File: config.mk
export PLATFORM = sky130hd
export DESIGN_NAME = gate_arb_ctrl
export DESIGN_NICKNAME = d
export VERILOG_FILES = /design/src/rtl/gate_arb_pkg.sv /design/src/rtl/gate_arb_ctrl_alu.sv /design/src/rtl/gate_arb_ctrl.sv
export SDC_FILE = /design/constraint.sdc
export NUM_CORES = 1
export LEC_CHECK = 0
export BUFFER_PORTS_ARGS = -buffer_cell sky130_fd_sc_hd__buf_4
export CORE_MARGIN = 2
export CORE_UTILIZATION = 50
export CTS_CLUSTER_SIZE = 8
export DETAILED_ROUTE_END_ITERATION = 10
export GPL_ROUTABILITY_DRIVEN = 0
export PLACE_DENSITY_LB_ADDON = 0.05
export REMOVE_ABC_BUFFERS = 1
export SETUP_SLACK_MARGIN = 0.3
export SYNTH_ARGS = -nofsm -noshare
export SYNTH_HDL_FRONTEND = slang
export SYNTH_SLANG_ARGS = --single-unit
File: constraint.sdc
create_clock -name clk -period 2.9 [get_ports clk]
set_input_delay 0.87 -clock clk [delete_from_list [all_inputs] [get_ports clk]]
set_output_delay 0.87 -clock clk [all_outputs]
set_load 0.02 [all_outputs]
File: src/rtl/gate_arb_pkg.sv
// Shared types and constants for the gate_arb_ctrl block.
package gate_arb_pkg;

  typedef enum logic [1:0] {
    OP_AND  = 2'b00,
    OP_OR   = 2'b01,
    OP_XOR  = 2'b10,
    OP_NAND = 2'b11
  } gate_op_t;

  typedef enum logic [1:0] {
    S_IDLE = 2'b00,
    S_EXEC = 2'b01,
    S_RESP = 2'b10
  } arb_state_t;

  localparam int unsigned CNT_W = 16;

endpackage

File: src/rtl/gate_arb_ctrl_alu.sv
// Registered bitwise unit (AND/OR/XOR/NAND); result updates only when load_i is high.
module gate_alu
  import gate_arb_pkg::*;
#(
  parameter int unsigned WIDTH = 8
) (
  input  logic             clk,
  input  logic             rst_n,
  input  gate_op_t         op_i,
  input  logic [WIDTH-1:0] a_i,
  input  logic [WIDTH-1:0] b_i,
  input  logic             load_i,
  output logic [WIDTH-1:0] y_o
);

  logic [WIDTH-1:0] y_d, y_q;

  always_comb begin
    y_d = '0;
    unique case (op_i)
      OP_AND:  y_d = a_i & b_i;
      OP_OR:   y_d = a_i | b_i;
      OP_XOR:  y_d = a_i ^ b_i;
      OP_NAND: y_d = ~(a_i & b_i);
      default: y_d = '0;
    endcase
  end

  always_ff @(posedge clk or negedge rst_n) begin
    if (!rst_n) begin
      y_q <= '0;
    end else if (load_i) begin
      y_q <= y_d;
    end
  end

  assign y_o = y_q;

endmodule

File: src/rtl/gate_arb_ctrl.sv
// Round-robin shared bitwise unit for NREQ requesters; IDLE -> EXEC -> RESP sequencing.
// Optional per-requester grant counters when GATE_ARB_STATS_EN is defined.
module gate_arb_ctrl
  import gate_arb_pkg::*;
#(
  parameter int unsigned WIDTH = 8,
  parameter int unsigned NREQ  = 4,
  localparam int unsigned IDW  = $clog2(NREQ)
) (
  input  logic                  clk,
  input  logic                  rst_n,
  input  logic [NREQ-1:0]       req_valid,
  output logic [NREQ-1:0]       req_ready,
  input  logic [NREQ*2-1:0]     req_op,
  input  logic [NREQ*WIDTH-1:0] req_a,
  input  logic [NREQ*WIDTH-1:0] req_b,
  output logic                  rsp_valid,
  input  logic                  rsp_ready,
  output logic [WIDTH-1:0]      rsp_data,
  output logic [IDW-1:0]        rsp_id
`ifdef GATE_ARB_STATS_EN
  ,
  output logic [NREQ*CNT_W-1:0] grant_cnt
`endif
);

  arb_state_t       state_q, state_d;
  logic [IDW-1:0]   ptr_q, ptr_d;
  logic [IDW-1:0]   id_q, id_d;
  gate_op_t         op_q, op_d;
  logic [WIDTH-1:0] a_q, a_d, b_q, b_d;
  logic [IDW-1:0]   grant_idx, cand;
  logic             any_req;
  logic             alu_load;

  // Search downward so the candidate nearest ptr+1 is the last one written and wins.
  always_comb begin
    any_req   = 1'b0;
    grant_idx = '0;
    cand      = '0;
    for (int k = NREQ; k >= 1; k--) begin
      cand = IDW'((int'(ptr_q) + k) % NREQ);
      if (req_valid[cand]) begin
        any_req   = 1'b1;
        grant_idx = cand;
      end
    end
  end

  always_comb begin
    state_d   = state_q;
    ptr_d     = ptr_q;
    id_d      = id_q;
    op_d      = op_q;
    a_d       = a_q;
    b_d       = b_q;
    req_ready = '0;
    alu_load  = 1'b0;
    unique case (state_q)
      S_IDLE: begin
        if (any_req) begin
          req_ready[grant_idx] = 1'b1;
          ptr_d   = grant_idx;
          id_d    = grant_idx;
          op_d    = gate_op_t'(req_op[2*int'(grant_idx) +: 2]);
          a_d     = req_a[WIDTH*int'(grant_idx) +: WIDTH];
          b_d     = req_b[WIDTH*int'(grant_idx) +: WIDTH];
          state_d = S_EXEC;
        end
      end
      S_EXEC: begin
        alu_load = 1'b1;
        state_d  = S_RESP;
      end
      S_RESP: begin
        if (rsp_ready) begin
          state_d = S_IDLE;
        end
      end
      default: state_d = S_IDLE;
    endcase
  end

  always_ff @(posedge clk or negedge rst_n) begin
    if (!rst_n) begin
      state_q <= S_IDLE;
      ptr_q   <= IDW'(NREQ - 1);
      id_q    <= '0;
      op_q    <= OP_AND;
      a_q     <= '0;
      b_q     <= '0;
    end else begin
      state_q <= state_d;
      ptr_q   <= ptr_d;
      id_q    <= id_d;
      op_q    <= op_d;
      a_q     <= a_d;
      b_q     <= b_d;
    end
  end

  gate_alu #(
    .WIDTH (WIDTH)
  ) u_alu (
    .clk    (clk),
    .rst_n  (rst_n),
    .op_i   (op_q),
    .a_i    (a_q),
    .b_i    (b_q),
    .load_i (alu_load),
    .y_o    (rsp_data)
  );

  assign rsp_valid = (state_q == S_RESP);
  assign rsp_id    = id_q;

`ifdef GATE_ARB_STATS_EN
  logic [NREQ-1:0][CNT_W-1:0] cnt_q, cnt_d;

  always_comb begin
    cnt_d = cnt_q;
    if ((state_q == S_IDLE) && any_req && (cnt_q[grant_idx] != '1)) begin
      cnt_d[grant_idx] = cnt_q[grant_idx] + CNT_W'(1);
    end
  end

  always_ff @(posedge clk or negedge rst_n) begin
    if (!rst_n) begin
      cnt_q <= '0;
    end else begin
      cnt_q <= cnt_d;
    end
  end

  assign grant_cnt = cnt_q;
`endif

endmodule
# Word level (Yosys, flattened, before mapping)
# Cells that the tools add are included.
# Widths: inputs -> output; s select.
classes:
  add_sub_neg: 4
  n_mul: 0
  shift: 3
  div_mod_pow: 0
  n_eq_ne: 7
  reduce_logical: 5
  muxes: 25
  magnitude_cmp: 6
  bitwise_logic: 4
ops:
  columns: ["cell", "n"]
  rows:
  - ["$shiftx 32x6->8", 2]
  - ["$pmux 8 s4", 1]
  - ["$lt 2x3->1 const B", 5]
  - ["$mux 2", 6]
  - ["$mux 1", 10]
  - ["$and 8x8->8", 1]
  - ["$bmux 1 s2", 4]
  - ["$mux 4", 2]
  - ["$not 8->8", 1]
  - ["$or 8x8->8", 1]
  - ["$shiftx 8x4->2", 1]
  - ["$xor 8x8->8", 1]
  - ["$eq 2x2->1 const B", 3]
  - ["$pmux 2 s3", 1]
  - ["$add 2x1->2 const B", 2]
  - ["$add 2x2->2 const B", 2]
  - ["$eq 2x1->1 const B", 2]
  - ["$logic_not 2->1", 2]
  - ["$reduce_and 2->1", 2]
  - ["$demux 1 s2", 1]
  - ["$ge 2x1->1 const B", 1]
  - ["$ne 2x1->1 const B", 1]
  - ["$ne 2x2->1 const B", 1]
  - ["$logic_and 1x1->1", 1]
word_totals:
  latch_bits: 0
  regBits: 32
  ram_bits: 0
  rom_bits: 0
  elab_cells: 61
  memories: 0
  in_bits: 79
  out_inout_bits: 15

# Depth between registers and ports, before layout
depth:
  depth_word: 13
  mapped_depth: 7
  depth_no_buf: 7

# Cells and area by module
# Synthesis repeated with hierarchy kept, for this count alone.
hier_totals:
  hier_cells: 277
  area_unflattened_um2: 2447.3
by_module_without_submodules:
  columns: ["module", "n_inst", "cells_each", "seq_area_each_um2", "area_each_um2"]
  rows:
  - ["gate_arb_ctrl", 1, 182, 603.1, 1610.3]
  - ["gate_alu", 1, 95, 200.2, 837.1]

# Worst setup path before layout
# No wires, ideal clock.
synth_timing:
  path_kind: "input-to-output"
  from: "input req_valid[2]"
  to: "output req_ready[0]"
  path_slack_ps: 160
  arrival_ps: 1870
  path_stages: 5
  required_ps: 2030
  path_buffers: 1
  path_cell_list: "nor4_2 nor3_4 a21boi_1 buf_2 and2_1"
synth_between:
  elab_chain_cells: 12
  word_cells_on_any_way: 23
  cone_classes: "order compare: 2; mux: 20; reduce/logical: 1"
synth_lines:
  columns: ["item", "line", "rtl"]
  rows:
  - ["start: declaration", "gate_arb_ctrl.sv:12", "input logic [NREQ-1:0] req_valid,"]
  - ["$bmux 1 s2", "gate_arb_ctrl.sv:43", "if (req_valid[cand]) begin"]
  - ["$mux 1 (not written as such)", "gate_arb_ctrl.sv:43", null]
  - ["$mux 2 (4 in a row)", "gate_arb_ctrl.sv:43", null]
  - ["$lt 2x3->1 (not written as such) or $ge 2x1->1 (tied branches)", "gate_arb_ctrl.sv:62", "req_ready[grant_idx] = 1'b1;"]
  - ["$logic_and 1x1->1 (not written as such)", "gate_arb_ctrl.sv:62", null]
  - ["$mux 1 (not written as such)", "gate_arb_ctrl.sv:62", null]
  - ["$demux 1 s2", "gate_arb_ctrl.sv:62", null]
  - ["$mux 4 *", "gate_arb_ctrl.sv:61", "if (any_req) begin"]
  - ["$mux 4 *", "gate_arb_ctrl.sv:59", "unique case (state_q)"]
  - ["end: declaration", "gate_arb_ctrl.sv:13", "output logic [NREQ-1:0] req_ready,"]
# Every way passes the cells marked *; elsewhere a longest branch is shown, timed or not. The select of a mux whose other input is x is not followed.

# Worst setup path in the final report
layout_timing:
  from: "input req_valid[1]"
  to: "output req_ready[1]"
# The elaborated chain is that of the path after synthesis.

==> metrics.txt <==
# TYPE chip_impl_metric gauge
chip_impl_info{name="setup_repair_after_global_routing_missed_its_margin",value="yes"} 1
chip_impl_metric{name="finalMaxSlewViolations",unit=""} 0
chip_impl_metric{name="worst_path_largest_cell_delay",unit="ns"} 0.26
chip_impl_metric{name="initial_utilization",unit="%"} 51.07
chip_impl_info{name="crit_path_frequent_cell",value="sky130_fd_sc_hd__buf_6"} 1
chip_impl_info{name="slowest_stage",value="sky130_fd_sc_hd__or2_4"} 1
chip_impl_metric{name="clkSlewWorstSetupHoldPaths",unit="ns"} 0.08
chip_impl_metric{name="fp.dieArea",unit="um2"} 5740
chip_impl_info{name="hold_startpoint",value="u_alu.y_o[1]"} 1
chip_impl_metric{name="detail_route.wirelength",unit="um"} 6695
chip_impl_metric{name="cts_max_level",unit=""} 2
chip_impl_metric{name="max_freq",unit="MHz"} 367.6
chip_impl_metric{name="synth.yosys.seq_area_share",unit="%"} 31.20
chip_impl_info{name="crit_path_start_kind",value="input port"} 1
chip_impl_metric{name="max_cap_check_violation_count",unit=""} 0
chip_impl_info{name="tritoncts",value="built"} 1
chip_impl_info{name="run_status",value="completed"} 1
chip_impl_metric{name="grt_first_pass_wirelength",unit="um"} 10570
chip_impl_metric{name="io_pins",unit=""} 94
chip_impl_metric{name="number_of_antenna_violations_at_the_first_check_in_global_routing",unit=""} 0
chip_impl_metric{name="cts_inserted_buffers",unit=""} 5
chip_impl_metric{name="route.vias.total",unit=""} 2286
chip_impl_metric{name="grt_use_total",unit="%"} 24.63
chip_impl_metric{name="n_fill_cell",unit=""} 402
chip_impl_metric{name="period_needed",unit="ns"} 2.720
chip_impl_metric{name="synthToLayoutAreaGrowth",unit="%"} 40.14
chip_impl_metric{name="timing.final.hold_violations",unit=""} 0
chip_impl_info{name="worst-setup-path-type",value="in2out"} 1
chip_impl_metric{name="ys_seq_elements",unit=""} 32
chip_impl_metric{name="io_buffer_count",unit=""} 93
chip_impl_metric{name="post_synth_instance_area",unit="um2"} 2575
chip_impl_metric{name="post_drt_via_cell_ratio",unit=""} 5.255
chip_impl_metric{name="num_antenna_cells",unit=""} 0
chip_impl_metric{name="max-slew-margin-rel",unit="%"} 48.70
chip_impl_metric{name="clock_insertion_delay_worst_skew",unit="ns"} 0.29
chip_impl_metric{name="synth_cells",unit=""} 260
chip_impl_metric{name="worst_slew_pin_slew",unit="ns"} 0.7694
chip_impl_metric{name="fin_nets",unit=""} 459
chip_impl_info{name="synth.top_cells.by_area",value="sky130_fd_sc_hd__dfrtp_1 (29%), sky130_fd_sc_hd__a211oi_2 (16%), sky130_fd_sc_hd__ha_1 (7.8%)"} 1
chip_impl_metric{name="dr.pass1.iters",unit=""} 4
chip_impl_metric{name="syn_warnings",unit=""} 0
chip_impl_info{name="path_cells",value="buf_6, mux2i_2, o21ai_2, or2_4, and2_4, buf_6"} 1
chip_impl_metric{name="cts_buffer_depth",unit=""} 2
chip_impl_info{name="crit_start",value="req_valid[1]"} 1
chip_impl_metric{name="timing.final.crit_share",unit="%"} 93.81
chip_impl_metric{name="remaining_drcs",unit=""} 0
chip_impl_metric{name="antenna_violating_nets_post_route",unit=""} 0
chip_impl_metric{name="yosys.area.top_type_share",unit="%"} 29.15
chip_impl_metric{name="share_of_layout_cells_above_drive_strength_1",unit="%"} 49.04
chip_impl_metric{name="grt_start_max_net_pins",unit=""} 33
chip_impl_info{name="crit-reg2reg-launch",value="ptr_q[1]"} 1
chip_impl_metric{name="post-dp-hpwl",unit="um"} 4839
chip_impl_metric{name="power.leakage",unit="nW"} 1.722
chip_impl_metric{name="cp.buffers_inverters",unit=""} 2
chip_impl_metric{name="core_outline_area",unit="um2"} 5042
chip_impl_metric{name="critPathArrivalTime",unit="ns"} 1.85
chip_impl_metric{name="sequential_cell_area",unit="um2"} 803.3
chip_impl_metric{name="multi_input_area",unit="um2"} 1642
chip_impl_metric{name="async_reset_ff_share",unit="%"} 100.0
chip_impl_metric{name="ctsHoldBuffers",unit=""} 0
chip_impl_metric{name="required",unit="ns"} 2.03
chip_impl_info{name="end_kind",value="output port"} 1
chip_impl_info{name="timing.critical_path.max_delay_family",value="simple AND/OR/NAND/NOR gates"} 1
chip_impl_info{name="yosysMostFrequentCell",value="sky130_fd_sc_hd__a211oi_2"} 1
chip_impl_metric{name="drt-wirelength-per-cell",unit="um"} 15.39
chip_impl_metric{name="count_of_flip_flops_with_a_built_in_enable_after_synthesis",unit=""} 0
chip_impl_metric{name="first_global_vias",unit=""} 2321
chip_impl_metric{name="clock-sinks",unit=""} 32
chip_impl_metric{name="number_of_design_rule_violations_left_by_the_first_detailed_router_iteration",unit=""} 77
chip_impl_metric{name="ys_types",unit=""} 34
chip_impl_metric{name="final.hold.worst_slack",unit="ns"} 0.4848
chip_impl_metric{name="die_w",unit="um"} 75.77
chip_impl_info{name="synthDominantAreaCellType",value="sky130_fd_sc_hd__dfrtp_1"} 1
chip_impl_info{name="min_path_type",value="reg2reg"} 1
chip_impl_metric{name="final_core_area_utilization",unit="%"} 71.56
chip_impl_info{name="synth-main-ff-cell",value="sky130_fd_sc_hd__dfrtp_1"} 1
chip_impl_metric{name="worst_ir_drop_vdd",unit="uV"} 577.7
chip_impl_metric{name="finClkSkew",unit="ns"} 0.009539
chip_impl_metric{name="die_y",unit="um"} 75.77
chip_impl_metric{name="power_density",unit="nW/um2"} 984.3
chip_impl_metric{name="crit_path_max_fanout",unit=""} 6
chip_impl_info{name="netlist_top_cells_count",value="sky130_fd_sc_hd__a211oi_2 (32), sky130_fd_sc_hd__dfrtp_1 (30), sky130_fd_sc_hd__nor2_1 (23)"} 1
chip_impl_metric{name="avgSynthCellArea",unit="um2"} 9.904
chip_impl_metric{name="globalRoute.totalOverflow",unit=""} 0
chip_impl_metric{name="placementRows",unit=""} 26
chip_impl_info{name="cts-root-buf",value="sky130_fd_sc_hd__clkbuf_8"} 1
chip_impl_metric{name="finalSetupViolations",unit=""} 0
-- through the flow --
stage / cells / setup TNS, ns / cell area, um2 / power (W) / setup WS, ns
floorplan: 241 / -7.910 / 2440 / 0.002293 / -1.082
global placement: 419 / 0 / 3349 / 0.002961 / 0.09094
detailed placement: 419 / 0 / 3349 / 0.003028 / 0.06793
CTS: 434 / 0 / 3586 / 0.003541 / 0.2150
global route: 435 / 0 / 3608 / 0.003873 / 0.1491
finish: 435 / 0 / 3608 / 0.003552 / 0.1796
-- sequential cells by signal (all words and copies together), names as in the netlist --
| signal | count |
|---|---|
| a_q | 8 |
| b_q | 8 |
| u_alu.y_o | 8 |
| op_q | 2 |
| ptr_q | 2 |
| rsp_id | 2 |
| state_q | 2 |
-- cell type report --
type                       instances  share of cell area [%]
multi-input combinational        189                   45.49
timing repair buffer             116                   25.17
sequential                        32                   22.26
tap                               70                   2.427
clock buffer                       6                   2.288
inverter                          20                   2.080
clock inverter                     2                  0.2774
-- cells in the final DEF (no fill, tap or decap), types with 3 or more instances in the layout --
cell type / synthesis / final
sky130_fd_sc_hd__a211oi_1: 4 / 4
sky130_fd_sc_hd__ha_1: 16 / 16
sky130_fd_sc_hd__nand2_1: 16 / 16
sky130_fd_sc_hd__nand2b_1: 5 / 3
sky130_fd_sc_hd__a211oi_2: 32 / 32
sky130_fd_sc_hd__buf_6: 2 / 8
sky130_fd_sc_hd__o21ai_1: 21 / 19
sky130_fd_sc_hd__mux2i_1: 19 / 18
sky130_fd_sc_hd__buf_4: 4 / 107
sky130_fd_sc_hd__nor3b_1: 18 / 18
sky130_fd_sc_hd__a21oi_1: 6 / 4
sky130_fd_sc_hd__inv_1: 20 / 20
sky130_fd_sc_hd__clkbuf_8: 0 / 6
sky130_fd_sc_hd__nor2_1: 23 / 21
sky130_fd_sc_hd__dfrtp_1: 30 / 30
sky130_fd_sc_hd__mux2_1: 12 / 12
-- power breakdown --
| group | total (W) | internal, W | switching (W) |
|---|---|---|---|
| combinational | 0.00224 | 0.00109 | 0.00116 |
| clock | 0.000366 | 0.000189 | 0.000176 |
| sequential | 0.000944 | 0.000692 | 0.000251 |
| total | 0.00355 | 0.00197 | 0.00158 |
-- logic make-up (layout without fill, tap and decap cells) --
family                     count (synthesis)  after routing  synth area share (%)
and+or+nand+nor                           72             72                 16.13
AOI/OAI and AO/OA                         68             68                 23.23
buffers and inverters                     39            144                 8.163
muxes                                     33             33                 13.51
DFF                                       32             32                 31.20
adders and majority gates                 16             16                 7.774
-- path summary, 6_finish.rpt --
check	slack [ns]	end	cells past startpoint
max	0.18	req_ready[1]	6
min	0.48	u_alu.y_o[1]	2
max reg2reg	0.92	b_q[5]	7
min reg2reg	0.48	u_alu.y_o[1]	2
max in group asynchronous	2.05	ptr_q[1]	1
min in group asynchronous	0.52	a_q[4]	1
-- repair_timing --
action,CTS,global route
buffers inserted,7,1
resized for setup,22,3
endpoints found under the hold margin,0,0
setup endpoints to repair,4,4
pin swaps,11,4
-- routing by layer --
metal / vias to the layer above / track usage [%] / wire length (um)
li1: 1136 / - / -
met1: 1065 / 30.42 / 2882
met2: 79 / 43.68 / 3326
met3: 6 / 5.291 / 432
met4: 0 / 5.848 / 55
met5: - / 0 / 0
-- worst register-to-register path: stages, from the launching register on --
cell	delay [ns]
sky130_fd_sc_hd__dfstp_2	0.60
sky130_fd_sc_hd__mux2i_2	0.28
sky130_fd_sc_hd__o21ai_2	0.11
sky130_fd_sc_hd__buf_6	0.14
sky130_fd_sc_hd__nor2_8	0.12
sky130_fd_sc_hd__buf_4	0.25
sky130_fd_sc_hd__mux2i_1	0.27
sky130_fd_sc_hd__a211oi_2	0.10
No activity file was read; power rests on OpenSTA's default activity.
